<file path="config.mk">
export PLATFORM = sky130hd
export DESIGN_NAME = schedule_queue_flat
export DESIGN_NICKNAME = d
export VERILOG_FILES = /design/src/rtl/schedule_queue_pkg.sv /design/src/rtl/schedule_queue_if.sv /design/src/rtl/schedule_queue_mem.sv /design/src/rtl/schedule_queue.sv /design/src/flat_wrapper.sv
export SDC_FILE = /design/constraint.sdc
export NUM_CORES = 1
export LEC_CHECK = 0
export CAP_MARGIN = 20
export CORE_MARGIN = 2
export CORE_UTILIZATION = 27
export DETAILED_ROUTE_END_ITERATION = 8
export PLACE_DENSITY_LB_ADDON = 0.08
export SETUP_SLACK_MARGIN = 0.4
export SKIP_LAST_GASP = 1
export SLEW_MARGIN = 5
export SYNTH_ARGS = -nofsm -noshare
export SYNTH_HDL_FRONTEND = slang
export SYNTH_HIERARCHICAL = 1
export SYNTH_SLANG_ARGS = --single-unit
</file>
<file path="constraint.sdc">
create_clock -name CLK -period 8.5 [get_ports CLK]
set_clock_uncertainty 0.15 [all_clocks]
set_input_delay 0.85 -clock CLK [delete_from_list [all_inputs] [get_ports CLK]]
set_output_delay 0.85 -clock CLK [all_outputs]
set_load 0.01 [all_outputs]
</file>
<file path="src/rtl/schedule_queue_pkg.sv">
// Shared definitions for the schedule queue: field widths, the entry layout
// and the opcode value that marks a decode bubble.
package schedule_pkg;

  localparam int OPCODE_W   = 17;
  localparam int RD_W       = 5;
  localparam int CSR_W      = 12;
  localparam int SCHED_XLEN = 32;

  localparam logic [OPCODE_W-1:0] NOP_OPCODE = '0;

  // Field order matches the packed concatenation held in the queue storage,
  // so a stored word can be viewed directly as this struct.
  typedef struct packed {
    logic [SCHED_XLEN-1:0] pc;
    logic [OPCODE_W-1:0]   opcode;
    logic [RD_W-1:0]       rd;
    logic [CSR_W-1:0]      csr;
    logic [SCHED_XLEN-1:0] imm;
  } sched_entry_t;

endpackage

</file>
<file path="src/rtl/schedule_queue_if.sv">
// Decode2-side and execute-side handshake bundle of the schedule queue.
// The master modport is the surrounding pipeline; the slave is the queue.
interface schedule_queue_if
  import schedule_pkg::*;
#(
  parameter  int DEPTH = 4,
  parameter  int XLEN  = 32,
  localparam int CNT_W = $clog2(DEPTH + 1)
);

  logic                FLUSH;
  logic                STALL;
  logic                MEM_WAIT;
  logic                IN_VALID;
  logic                IN_READY;
  logic [XLEN-1:0]     PC;
  logic [OPCODE_W-1:0] OPCODE;
  logic [RD_W-1:0]     RD;
  logic [CSR_W-1:0]    CSR;
  logic [XLEN-1:0]     IMM;
  logic                SCHEDULE_VALID;
  logic                EXEC_READY;
  logic [XLEN-1:0]     SCHEDULE_PC;
  logic [OPCODE_W-1:0] SCHEDULE_OPCODE;
  logic [RD_W-1:0]     SCHEDULE_RD;
  logic [CSR_W-1:0]    SCHEDULE_CSR;
  logic [XLEN-1:0]     SCHEDULE_IMM;
  logic [CNT_W-1:0]    SCHEDULE_COUNT;

  modport master (
    output FLUSH, STALL, MEM_WAIT, IN_VALID, PC, OPCODE, RD, CSR, IMM, EXEC_READY,
    input  IN_READY, SCHEDULE_VALID, SCHEDULE_PC, SCHEDULE_OPCODE, SCHEDULE_RD,
           SCHEDULE_CSR, SCHEDULE_IMM, SCHEDULE_COUNT
  );

  modport slave (
    input  FLUSH, STALL, MEM_WAIT, IN_VALID, PC, OPCODE, RD, CSR, IMM, EXEC_READY,
    output IN_READY, SCHEDULE_VALID, SCHEDULE_PC, SCHEDULE_OPCODE, SCHEDULE_RD,
           SCHEDULE_CSR, SCHEDULE_IMM, SCHEDULE_COUNT
  );

endinterface

</file>
<file path="src/rtl/schedule_queue_mem.sv">
// DEPTH-entry register file backing the schedule queue: one synchronous
// write port, one asynchronous read port. Storage is not reset because
// occupancy is tracked entirely by the pointers and count in the parent.
module schedule_queue_mem #(
  parameter  int DEPTH = 4,
  parameter  int WIDTH = 98,
  localparam int AW    = $clog2(DEPTH)
) (
  input  logic             clk_i,
  input  logic             wrEn_i,
  input  logic [AW-1:0]    wrAddr_i,
  input  logic [WIDTH-1:0] wrData_i,
  input  logic [AW-1:0]    rdAddr_i,
  output logic [WIDTH-1:0] rdData_o
);

  logic [WIDTH-1:0] storage_q [DEPTH];

  // Write the incoming entry into its slot on a push edge.
  always_ff @(posedge clk_i) begin
    if (wrEn_i) begin
      storage_q[wrAddr_i] <= wrData_i;
    end
  end

  assign rdData_o = storage_q[rdAddr_i];

endmodule

</file>
<file path="src/rtl/schedule_queue.sv">
// In-order circular queue between decode stage 2 and execute. Holds up to
// DEPTH decoded instructions, optionally discards NOP bubbles at the input,
// and presents a zeroed (NOP) head whenever it is empty.
module schedule_queue
  import schedule_pkg::*;
#(
  parameter  int DEPTH    = 4,
  parameter  int XLEN     = 32,
  parameter  int DROP_NOP = 1,
  localparam int CNT_W    = $clog2(DEPTH + 1)
) (
  input logic CLK,
  input logic RST_N,
  schedule_queue_if.slave bus
);

  localparam int              PTR_W    = $clog2(DEPTH);
  localparam int              ENTRY_W  = 2 * XLEN + OPCODE_W + RD_W + CSR_W;
  localparam logic [CNT_W-1:0] FULL_CNT = CNT_W'(DEPTH);
  localparam bit              DROP_EN  = (DROP_NOP != 0);

  logic [PTR_W-1:0]   wrPtr_q, wrPtr_d;
  logic [PTR_W-1:0]   rdPtr_q, rdPtr_d;
  logic [CNT_W-1:0]   count_q, count_d;
  logic               inReady, headValid, isNop, accept, push, pop;
  logic [ENTRY_W-1:0] wrEntry, rdEntry;

  // Ready and valid come only from registered occupancy, so a full queue
  // refuses input even if the head leaves in the same cycle.
  assign inReady   = (count_q != FULL_CNT);
  assign headValid = (count_q != '0);
  assign isNop     = (bus.OPCODE == NOP_OPCODE);
  assign accept    = bus.IN_VALID & inReady & ~bus.FLUSH;
  assign push      = accept & ~(DROP_EN & isNop);
  assign pop       = headValid & bus.EXEC_READY & ~bus.STALL & ~bus.MEM_WAIT & ~bus.FLUSH;
  assign wrEntry   = {bus.PC, bus.OPCODE, bus.RD, bus.CSR, bus.IMM};

  // Next pointers and occupancy; a flush wins over everything and rewinds
  // both pointers to slot zero.
  always_comb begin
    wrPtr_d = wrPtr_q;
    rdPtr_d = rdPtr_q;
    count_d = count_q;
    if (bus.FLUSH) begin
      wrPtr_d = '0;
      rdPtr_d = '0;
      count_d = '0;
    end else begin
      if (push) wrPtr_d = wrPtr_q + PTR_W'(1);
      if (pop)  rdPtr_d = rdPtr_q + PTR_W'(1);
      case ({push, pop})
        2'b10:   count_d = count_q + CNT_W'(1);
        2'b01:   count_d = count_q - CNT_W'(1);
        default: count_d = count_q;
      endcase
    end
  end

  // Pointer and count registers; reset empties the queue immediately.
  always_ff @(posedge CLK or negedge RST_N) begin
    if (!RST_N) begin
      wrPtr_q <= '0;
      rdPtr_q <= '0;
      count_q <= '0;
    end else begin
      wrPtr_q <= wrPtr_d;
      rdPtr_q <= rdPtr_d;
      count_q <= count_d;
    end
  end

  schedule_queue_mem #(
    .DEPTH (DEPTH),
    .WIDTH (ENTRY_W)
  ) u_mem (
    .clk_i    (CLK),
    .wrEn_i   (push),
    .wrAddr_i (wrPtr_q),
    .wrData_i (wrEntry),
    .rdAddr_i (rdPtr_q),
    .rdData_o (rdEntry)
  );

  assign bus.IN_READY       = inReady;
  assign bus.SCHEDULE_VALID = headValid;
  assign bus.SCHEDULE_COUNT = count_q;
  assign {bus.SCHEDULE_PC, bus.SCHEDULE_OPCODE, bus.SCHEDULE_RD,
          bus.SCHEDULE_CSR, bus.SCHEDULE_IMM} = headValid ? rdEntry : '0;

endmodule

</file>
<file path="src/flat_wrapper.sv">
// flat-port wrapper written by rule: the top's interface ports become plain ports
module schedule_queue_flat import schedule_pkg::*;
#(
  parameter  int DEPTH    = 4,
  parameter  int XLEN     = 32,
  parameter  int DROP_NOP = 1,
  localparam int CNT_W    = $clog2(DEPTH + 1)
)
  (CLK, RST_N, bus_FLUSH, bus_STALL, bus_MEM_WAIT, bus_IN_VALID, bus_PC, bus_OPCODE, bus_RD, bus_CSR, bus_IMM, bus_EXEC_READY, bus_IN_READY, bus_SCHEDULE_VALID, bus_SCHEDULE_PC, bus_SCHEDULE_OPCODE, bus_SCHEDULE_RD, bus_SCHEDULE_CSR, bus_SCHEDULE_IMM, bus_SCHEDULE_COUNT);
  schedule_queue_if #(.DEPTH(DEPTH), .XLEN(XLEN)) bus_i ();
  input logic CLK;
  input logic RST_N;
  input wire logic [$bits(bus_i.FLUSH)-1:0] bus_FLUSH;
  input wire logic [$bits(bus_i.STALL)-1:0] bus_STALL;
  input wire logic [$bits(bus_i.MEM_WAIT)-1:0] bus_MEM_WAIT;
  input wire logic [$bits(bus_i.IN_VALID)-1:0] bus_IN_VALID;
  input wire logic [$bits(bus_i.PC)-1:0] bus_PC;
  input wire logic [$bits(bus_i.OPCODE)-1:0] bus_OPCODE;
  input wire logic [$bits(bus_i.RD)-1:0] bus_RD;
  input wire logic [$bits(bus_i.CSR)-1:0] bus_CSR;
  input wire logic [$bits(bus_i.IMM)-1:0] bus_IMM;
  input wire logic [$bits(bus_i.EXEC_READY)-1:0] bus_EXEC_READY;
  output wire logic [$bits(bus_i.IN_READY)-1:0] bus_IN_READY;
  output wire logic [$bits(bus_i.SCHEDULE_VALID)-1:0] bus_SCHEDULE_VALID;
  output wire logic [$bits(bus_i.SCHEDULE_PC)-1:0] bus_SCHEDULE_PC;
  output wire logic [$bits(bus_i.SCHEDULE_OPCODE)-1:0] bus_SCHEDULE_OPCODE;
  output wire logic [$bits(bus_i.SCHEDULE_RD)-1:0] bus_SCHEDULE_RD;
  output wire logic [$bits(bus_i.SCHEDULE_CSR)-1:0] bus_SCHEDULE_CSR;
  output wire logic [$bits(bus_i.SCHEDULE_IMM)-1:0] bus_SCHEDULE_IMM;
  output wire logic [$bits(bus_i.SCHEDULE_COUNT)-1:0] bus_SCHEDULE_COUNT;
  assign bus_i.FLUSH = bus_FLUSH;
  assign bus_i.STALL = bus_STALL;
  assign bus_i.MEM_WAIT = bus_MEM_WAIT;
  assign bus_i.IN_VALID = bus_IN_VALID;
  assign bus_i.PC = bus_PC;
  assign bus_i.OPCODE = bus_OPCODE;
  assign bus_i.RD = bus_RD;
  assign bus_i.CSR = bus_CSR;
  assign bus_i.IMM = bus_IMM;
  assign bus_i.EXEC_READY = bus_EXEC_READY;
  assign bus_IN_READY = bus_i.IN_READY;
  assign bus_SCHEDULE_VALID = bus_i.SCHEDULE_VALID;
  assign bus_SCHEDULE_PC = bus_i.SCHEDULE_PC;
  assign bus_SCHEDULE_OPCODE = bus_i.SCHEDULE_OPCODE;
  assign bus_SCHEDULE_RD = bus_i.SCHEDULE_RD;
  assign bus_SCHEDULE_CSR = bus_i.SCHEDULE_CSR;
  assign bus_SCHEDULE_IMM = bus_i.SCHEDULE_IMM;
  assign bus_SCHEDULE_COUNT = bus_i.SCHEDULE_COUNT;
  schedule_queue #(.DEPTH(DEPTH), .XLEN(XLEN), .DROP_NOP(DROP_NOP)) u_core (.CLK(CLK), .RST_N(RST_N), .bus(bus_i));
endmodule
</file>
==> results.cfg, run 1 <==
[setup_path]
critical_path_class = flop to output pin
crit_slowest_cell = sky130_fd_sc_hd__dfrtp_4
timing.critical_path.arrival_ns = 3.49
critical_path_fanouts_max = 58
reg_to_reg_slack_setup_ns = 5.04
worst_setup_path_start_kind = flop
endpoint_of_the_most_critical_setup_path = bus_SCHEDULE_OPCODE[14]
rr_endpoint = u_core/u_mem/storage_q[1][73]
timing.critical_path.to_type = output pin
critPathLaunch = u_core/rdPtr_q[0]
reg2reg_depth = 6
path_cells = buf_12 -> mux4_2 -> and2_1 -> clkdlybuf4s50_1
critical_path.reg2reg.startpoint = u_core/bus.SCHEDULE_COUNT[0]
critical-path-max-stage-delay_ns = 1.05
timing.critical_path.required_ns = 7.50

[cts]
postCtsResizedCells = 0
htree_num_levels = 2
insertion_delay_ns = 0.57
post_cts_repair_setup_buffers = 0
cts.reportedPaths.clkPinSlew_ns = 0.06
clk_root_buffer_cell = sky130_fd_sc_hd__clkbuf_16
cts_inserted_buffers = 46
tritoncts = built
ctsHoldBuffers = 0
cts_buffer_depth = 3
cts_num_sinks = 399

[placed_design]
dp_slack_ns = 3.94
routabilityCongestion = 0.674
port_buffers = 207
dp_hpwl_mm = 20.6

[global_route]
gr_overflow_total = 0
wire_length_of_the_first_global_routing_pass_mm = 53.6
grt_max_degree = 86
grt_antenna_before_repair = 4
grt_usage_pct = 12.4
via_count_of_the_first_global_routing_pass = 8141

[power]
switching_share_pct = 22.3
p_int_mw = 3.53
max-vdd-ir-drop_v = 0.000126
netSwitchingPower_mw = 1.01
clock_group_share_of_total_power_pct = 39.1
power.density_cell_area_nw_per_um2 = 232
total_leakage_power_nw = 6.04
power.combinational.fraction_pct = 11.4
seq_power_share_pct = 49.5

[drt]
route.detailed.drc = 0
route.vias.total = 7247
detail_route.wirelength_mm = 36.2
drt-pass1-iter-count = 4
drc_violation_total_after_the_first_tritonroute_iteration = 348
wire_length_per_cell_um = 21.4
viasPerCell = 4.28
detail-route-antenna-nets = 0

[timing]
setup_viol = 0
hold_viol_final = 0
final.setup.tns_ns = 0
min_period_ns = 4.49
rsz0062_at_grt = no
finalWorstSetupSlack_ns = 4.01
slew_viols_final = 0
slew_at_the_pin_closest_to_its_max_slew_limit_ns = 1.02
slew_headroom_pct = 31.8
timing.fmax_mhz = 223
post-route-period-util_pct = 52.8

[final_layout]
layout.filler_cells = 5364
combined_flip_flop_and_latch_cell_area_um2 = 12000
drive_above_1_share_pct = 19.2
finish.net_count = 1011
areaGrowthSynthToFinish_pct = 28.3
multi_input_comb_area_um2 = 3170

[logic_synthesis]
netlist_instances = 674
synth.yosys.seq_area_share_pct = 78.2
synth_nets = 780
synth_area_per_cell_um2 = 22.7
synth.ff_latch_count = 399
ys_warn_count = 6
synthesis.area_um2 = 15300
yosys.cell_types.count = 29

[floorplanning]
floorplan.die_area_um2 = 58500
std_cell_rows = 87
core_area_um2 = 56200
chipHeight_um = 242
floorplan.initialDensity_pct = 27.2
die_w_um = 242
boundaryPins = 208

[hold_path]
hp-class = input pin to asynchronous set/reset pin

[status]
run_status = completed

[flow_run]
cap_viol_max_count = 0
[worst min-delay path by stage]
| stage | start | end | depth (start not counted) |
|---|---|---|---|
| after floorplan | u_core/rdPtr_q[1] | u_core/rdPtr_q[1] | 2 |
| after global placement | u_core/bus.SCHEDULE_COUNT[1] | u_core/bus.SCHEDULE_COUNT[1] | 2 |
| after detailed placement | u_core/bus.SCHEDULE_COUNT[1] | u_core/bus.SCHEDULE_COUNT[1] | 2 |
| after CTS | RST_N | u_core/bus.SCHEDULE_COUNT[1] | 1 |
| after global routing | RST_N | u_core/rdPtr_q[0] | 1 |
| final | RST_N | u_core/rdPtr_q[0] | 1 |
[synth_stat cells, drive strengths merged]
cell / number / area [µm²]
edfxtp: 392 / 11800
and2: 99 / 619
mux4: 98 / 2210
clkbuf: 18 / 67.6
buf: 16 / 119
nor2: 13 / 48.8
dfrtp: 7 / 175
xnor2: 4 / 35.0
mux2: 3 / 37.5
nor2b: 3 / 18.8
nor4: 3 / 25.0
and3b: 2 / 17.5
inv: 2 / 7.51
mux2i: 2 / 20.0
nand2b: 2 / 12.5
nor3b: 2 / 15.0
or3: 2 / 12.5
and3: 1 / 6.26
fa: 1 / 20.0
nand2: 1 / 3.75
nand3: 1 / 10.0
nand4: 1 / 6.26
o211ai: 1 / 21.3
[metrics by stage]
stage	cells	utilization [%]	total power [mW]	instance area, µm²	hold WS [ns]
3_5_place_dp	1613	32.5	2.83	18300	0.521
6_report	1695	34.9	4.55	19600	0.403
5_1_grt	1694	34.9	4.74	19600	0.404
2_1_floorplan	674	-	2.51	15300	0.355
3_3_place_gp	1612	32.4	2.83	18200	0.526
4_1_cts	1694	34.9	4.64	19600	0.375
[flip-flops by register name (all words and copies together) (netlist names)]
| name | flops |
|---|---|
| u_core/rdPtr_q | 2 |
| u_core/u_mem/storage_q | 392 |
| u_core/wrPtr_q | 2 |
| u_core/bus.SCHEDULE_COUNT | 3 |
[power by group through the flow]
stage          clock network, mW  registers [mW]  logic [mW]
5_1_grt                     1.92            2.26       0.564
3_3_place_gp                   0            2.29       0.539
3_5_place_dp                   0            2.29       0.536
2_1_floorplan                  0            2.29       0.226
6_report                    1.78            2.25       0.517
4_1_cts                     1.85            2.25       0.539
[layout by cell type, fill, tap and decap left out, types with 3 or more instances in the layout]
master / count
sky130_fd_sc_hd__and2_1: 99
sky130_fd_sc_hd__buf_4: 8
sky130_fd_sc_hd__clkbuf_1: 8
sky130_fd_sc_hd__clkbuf_16: 47
sky130_fd_sc_hd__clkdlybuf4s50_1: 207
sky130_fd_sc_hd__clkinv_1: 13
sky130_fd_sc_hd__clkinv_2: 10
sky130_fd_sc_hd__dfrtp_1: 5
sky130_fd_sc_hd__edfxtp_1: 392
sky130_fd_sc_hd__mux4_2: 98
sky130_fd_sc_hd__nor2_1: 13
sky130_fd_sc_hd__nor2b_1: 3
sky130_fd_sc_hd__xnor2_1: 4
[worst max-delay path: cells and delay by family, from the launching register on]
family / cells / cell delay, ns
multiplexers: 1 / 0.60
flip-flops: 1 / 1.05
AND/OR/NAND/NOR: 1 / 0.21
buffers and inverters: 2 / 1.04
[routing by layer]
layer / wire length, µm / share of wire (%) / track usage (%)
met3: 1980 / 5.5 / 3.24
met1: 15700 / 43 / 15.9
met4: 854 / 2.4 / 4.27
met5: 33 / 0.091 / 0
met2: 17700 / 49 / 20.5
[kinds of logic (layout without fill, tap and decap cells)]
logic type / Yosys count / after routing / share of synthesized area [%]
xor gates and xnor gates: 4 / 4 / 0.229
DFF: 399 / 399 / 78.2
buffers and inverters: 36 / 300 / 1.27
and+or+nand+nor: 130 / 130 / 5.21
adders and majority gates: 1 / 1 / 0.131
AOI/OAI and AO/OA: 1 / 1 / 0.139
other: 0 / 1 / 0
muxes: 103 / 103 / 14.8
[layout make-up]
| class | count | share of cell area [%] |
|---|---|---|
| flip-flops and latches | 399 | 61.0 |
| multi-input cells | 239 | 16.1 |
| repair buffers | 217 | 11.1 |
| clock buffers | 55 | 6.15 |
| well taps | 756 | 4.82 |
| clock inverters | 26 | 0.740 |
| inverters | 2 | 0.0383 |
| diodes | 1 | 0.0128 |
(Power assumes the default switching activity.)
==> run 2: changes to the inputs <==
Clock period 8.5 ns to 3.9 ns, I/O delays scaled along.
==> run 2 against run 1 <==
Net effect:
- non-clock buffer count increased by 11
- worst setup slack got worse by 3.4 ns
- power grew 120%
- largest power group unchanged
- sequential power increased by 120%
==> results.cfg, run 2 (synthesized netlist as in run 1, its figures left out) <==
[status]
run_status = completed

[setup_path]
timing.critical_path.arrival_ns = 2.73
worst_setup_path_start_kind = flop
critical-path-max-stage-delay_ns = 0.71
crit_slowest_cell = sky130_fd_sc_hd__dfrtp_4
path_cells = buf_12 -> mux4_2 -> and2_1 -> clkdlybuf4s50_1
timing.critical_path.required_ns = 3.36
critical_path_fanouts_max = 45
timing.critical_path.to_type = output pin
critical_path.n_buffers_inverters = 2
path_delay_family = buffers and inverters
critical_path_class = flop to output pin

[cts]
postCtsResizedCells = 0
clk_root_buffer_cell = sky130_fd_sc_hd__clkbuf_16
cts_buffer_depth = 3
insertion_delay_ns = 0.55
cts_num_sinks = 399
post_cts_repair_setup_buffers = 0
tritoncts = built
cts_inserted_buffers = 44
ctsHoldBuffers = 1
htree_num_levels = 2
cts.reportedPaths.clkPinSlew_ns = 0.06

[timing]
min_period_ns = 3.27
setup_viol = 0
rsz0062_at_grt = no
slew_at_the_pin_closest_to_its_max_slew_limit_ns = 0.732
slew_viols_final = 0
hold_viol_final = 0
post-route-period-util_pct = 83.8
timing.fmax_mhz = 306
slew_headroom_pct = 51.2

[power]
max-vdd-ir-drop_v = 0.000235
total_leakage_power_nw = 6.12
clock_group_share_of_total_power_pct = 39.0
switching_share_pct = 22.0
report.power.total_mw = 9.96
netSwitchingPower_mw = 2.19
seq_power_share_pct = 49.1
p_int_mw = 7.77
power.density_cell_area_nw_per_um2 = 502
power.combinational.fraction_pct = 11.9

[final_layout]
layout_commonest_cell = sky130_fd_sc_hd__edfxtp_1
drive_above_1_share_pct = 20.1
max_flop_register = u_core/u_mem/storage_q
n_diodes = 0
largest_register_ffs = 392
most-common-layout-cells = sky130_fd_sc_hd__edfxtp_1, sky130_fd_sc_hd__clkdlybuf4s50_1, sky130_fd_sc_hd__and2_1
final_cell_count_no_fill = 1701
areaGrowthSynthToFinish_pct = 29.7
layout.filler_cells = 5318
finish.net_count = 1020

[floorplanning]
std_cell_rows = 87
die_w_um = 242
core_area_um2 = 56200
floorplan.initialDensity_pct = 27.2
floorplan.die_area_um2 = 58500
boundaryPins = 208
chipHeight_um = 242

[global_route]
via_count_of_the_first_global_routing_pass = 7820
grt_max_degree = 51
wire_length_of_the_first_global_routing_pass_mm = 53.7
grt_antenna_before_repair = 4
grt_usage_pct = 12.5
gr_overflow_total = 0

[drt]
wire_length_per_cell_um = 21.4
detail_route.wirelength_mm = 36.5
viasPerCell = 4.29
drc_violation_total_after_the_first_tritonroute_iteration = 427
detail-route-antenna-nets = 0
route.detailed.drc = 0
drt-pass1-iter-count = 6
route.vias.total = 7292

[flow_run]
cap_viol_max_count = 0

[placed_design]
port_buffers = 207
dp_hpwl_mm = 21.5
dp.cells = 1623
routabilityCongestion = 0.654

[hold_path]
hp-class = input pin to flop
==> run 2: routing by layer <==
layer	global-route usage (%)	wire length [µm]
met3	3.04	1930
met2	19.4	17200
met5	0	54
met4	3.56	607
met1	17.3	16700
==> run 2: power by group through the flow <==
| stage | clock network, mW | registers, mW | logic [mW] |
|---|---|---|---|
| after floorplan | 0 | 4.98 | 0.495 |
| after global placement | 0 | 4.98 | 1.23 |
| after detailed placement | 0 | 4.98 | 1.23 |
| after CTS | 4.05 | 4.89 | 1.23 |
| after global routing | 4.22 | 4.90 | 1.28 |
| final | 3.88 | 4.89 | 1.18 |
==> run 2: final cells by class <==
class,instances,area [µm²],area share [%]
flip-flops and latches,399,12000,60.3
multi-input cells,239,3170,16.0
repair buffers,228,2390,12.1
clock buffers,54,1160,5.85
well taps,756,946,4.77
clock inverters,23,176,0.890
inverters,2,7.51,0.0379
==> run 2: final timing paths <==
| check | from | end | slack (ns) | depth (start not counted) |
|---|---|---|---|---|
| setup / recovery | u_core/rdPtr_q[1] | bus_SCHEDULE_CSR[11] | 0.63 | 4 |
| hold / removal | bus_CSR[3] | u_core/u_mem/storage_q[3][35] | 0.32 | 1 |
| hold reg to reg | u_core/bus.SCHEDULE_COUNT[1] | u_core/bus.SCHEDULE_COUNT[1] | 0.50 | 2 |
| setup reg to reg | u_core/bus.SCHEDULE_COUNT[0] | u_core/bus.SCHEDULE_COUNT[2] | 1.20 | 8 |
| max in group asynchronous | RST_N | u_core/rdPtr_q[1] | 2.70 | 2 |
| min in group asynchronous | RST_N | u_core/bus.SCHEDULE_COUNT[0] | 0.59 | 2 |
==> run 2: through the flow <==
stage | hold slack [ns] | utilization (%) | setup TNS [ns] | setup WS [ns] | cell area (µm²)
floorplan | -0.0556 | - | -4.99 | -0.0509 | 15300
global placement | 0.474 | 32.9 | 0 | 0.513 | 18500
detailed placement | 0.488 | 32.9 | 0 | 0.475 | 18500
CTS | 0.275 | 35.3 | 0 | 0.526 | 19800
global route | 0.299 | 35.3 | 0 | 0.492 | 19800
finish | 0.317 | 35.3 | 0 | 0.630 | 19800
==> run 3: changes to the inputs <==
Clock period 3.9 ns to 3.4 ns, I/O delays scaled along.
==> run 3 against run 2 <==
Net effect:
- via count is 3.4% higher
- worst hold slack worse by 0.068 ns
- non-clock buffer count is 47 higher
- first-iteration DRC count is 26% lower
- clock power is 16% higher
- power is 16% higher
- cell area is 3.5% higher
- register-to-register slack worse by 0.46 ns
- flip-flop and latch count stayed put
- critical path type unchanged
==> results.cfg, run 3 (synthesized netlist as in run 1, its figures left out) <==
[status]
run_status = completed

[setup_path]
critical_path.reg2reg.startpoint = u_core/bus.SCHEDULE_COUNT[0]
critical_path_fanouts_max = 7
worst_setup_path_start_kind = flop
path_delay_family = buffers and inverters
critical_path.n_buffers_inverters = 3
rr_endpoint = u_core/bus.SCHEDULE_COUNT[2]
timing.critical_path.to_type = output pin
path_cells = buf_4 -> buf_12 -> mux4_2 -> and2_1 -> clkdlybuf4s50_1
critical-path-max-stage-delay_ns = 0.52
reg2reg_depth = 8
critPathLaunch = u_core/rdPtr_q[0]
crit_slowest_cell = sky130_fd_sc_hd__mux4_2
critical_path_class = flop to output pin
timing.critical_path.required_ns = 2.91
reg_to_reg_slack_setup_ns = 0.74
timing.critical_path.arrival_ns = 2.52

[timing]
setup_viol = 0
slew_headroom_pct = 60.2
timing.fmax_mhz = 332
finalHoldWorstSlack_ns = 0.249
post-route-period-util_pct = 88.6
finalWorstSetupSlack_ns = 0.387
hold_viol_final = 0
slew_viols_final = 0
rsz0062_at_grt = yes
min_period_ns = 3.01
slew_at_the_pin_closest_to_its_max_slew_limit_ns = 0.596

[floorplanning]
chipHeight_um = 242
boundaryPins = 208
std_cell_rows = 87
floorplan.initialDensity_pct = 27.2
die_w_um = 242
core_area_um2 = 56200
floorplan.die_area_um2 = 58500

[final_layout]
drive_above_1_share_pct = 25.3
finish.net_count = 1069
n_diodes = 0
final_cell_count_no_fill = 1754
largest_register_ffs = 392
layout_commonest_cell = sky130_fd_sc_hd__edfxtp_1
max_flop_register = u_core/u_mem/storage_q
layout.filler_cells = 5332
areaGrowthSynthToFinish_pct = 34.2
most-common-layout-cells = sky130_fd_sc_hd__edfxtp_1, sky130_fd_sc_hd__clkdlybuf4s50_1, sky130_fd_sc_hd__and2_1

[cts]
insertion_delay_ns = 0.57
cts_num_sinks = 399
cts_inserted_buffers = 45
cts_buffer_depth = 3
tritoncts = built
htree_num_levels = 2
clk_root_buffer_cell = sky130_fd_sc_hd__clkbuf_16
cts.reportedPaths.clkPinSlew_ns = 0.06

[drt]
route.detailed.drc = 0
drt-pass1-iter-count = 4
drc_violation_total_after_the_first_tritonroute_iteration = 316
route.vias.total = 7543
detail-route-antenna-nets = 0
wire_length_per_cell_um = 22.1
viasPerCell = 4.30
detail_route.wirelength_mm = 38.8

[hold_path]
worstHoldEndpoint = u_core/u_mem/storage_q[1][18]
hp-class = input pin to flop
hold_depth = 1
hold_start = bus_IMM[18]

[power]
total_leakage_power_nw = 7.01
power.density_cell_area_nw_per_um2 = 561
max-vdd-ir-drop_v = 0.000275

[global_route]
grt_max_degree = 46
grt_usage_pct = 13.2
grt_antenna_before_repair = 4
wire_length_of_the_first_global_routing_pass_mm = 56.9
via_count_of_the_first_global_routing_pass = 8228
gr_overflow_total = 0

[placed_design]
routabilityCongestion = 0.680
port_buffers = 207
dp.cells = 1637
dp_hpwl_mm = 23.0
dp_slack_ns = 0.143

[flow_run]
cap_viol_max_count = 0
==> run 3: changes by cell type in the layout (fill, tap and decap cells not counted), sizes merged, moves of 4 or more <==
| cell | change |
|---|---|
| buf | +42 |
| clkbuf | +12 |
| clkdlybuf4s15 | +6 |
| clkdlybuf4s50 | -72 |
| clkinv | +4 |
| dlygate4sd2 | +36 |
| dlymetal6s2s | +24 |
==> run 3: how the worst max path moves through the flow <==
stage	to	slack (ns)	cells after the start
floorplan	u_core/u_mem/storage_q[0][0]	-0.55	5
global placement	u_core/bus.SCHEDULE_COUNT[2]	0.18	9
detailed placement	u_core/bus.SCHEDULE_COUNT[2]	0.14	9
CTS	bus_SCHEDULE_CSR[3]	0.29	5
global route	bus_SCHEDULE_IMM[0]	0.28	5
finish	bus_SCHEDULE_IMM[6]	0.39	5
==> run 3: routing by layer <==
layer	global-route usage, %	share of wire [%]	vias to the layer above
met3	3.64	5.4	63
li1	-	-	3337
met1	18.0	45	3960
met2	21.1	48	175
met5	0	0.13	-
met4	3.30	1.8	8
==> run 3: area by class of cell <==
type | count | area (µm²) | area share, %
timing repair buffer | 275 | 3050 | 14.9
multi-input combinational | 240 | 3180 | 15.5
clock inverter | 26 | 151 | 0.738
clock buffer | 56 | 1210 | 5.90
tap | 756 | 946 | 4.61
inverter | 2 | 7.51 | 0.0366
sequential | 399 | 12000 | 58.3
==> run 3: metrics by stage <==
step	util [%]	instance area [µm²]	total power, mW	TNS (ns)
after floorplan	-	15300	6.28	-53.99
after global placement	33.3	18700	7.15	0
after detailed placement	33.3	18700	7.14	0
after CTS	36.1	20300	11.7	0
after global routing	36.5	20500	12.0	0
final	36.5	20500	11.5	0
==> run 3: report_power, final <==
group | switching [mW] | internal, mW
sequential | 0.0404 | 5.57
combinational | 0.670 | 0.715
clock | 1.91 | 2.59
total | 2.62 | 8.88
==> run 3: repair_timing <==
action | in CTS | in global routing
cloned | 3 | 4
setup endpoints to repair | 98 | 71
hold endpoints to repair | 7 | 0
pin swaps | 1 | 0
hold buffers | 1 | 0
gates resized for setup | 59 | 42
setup buffers | 19 | 8
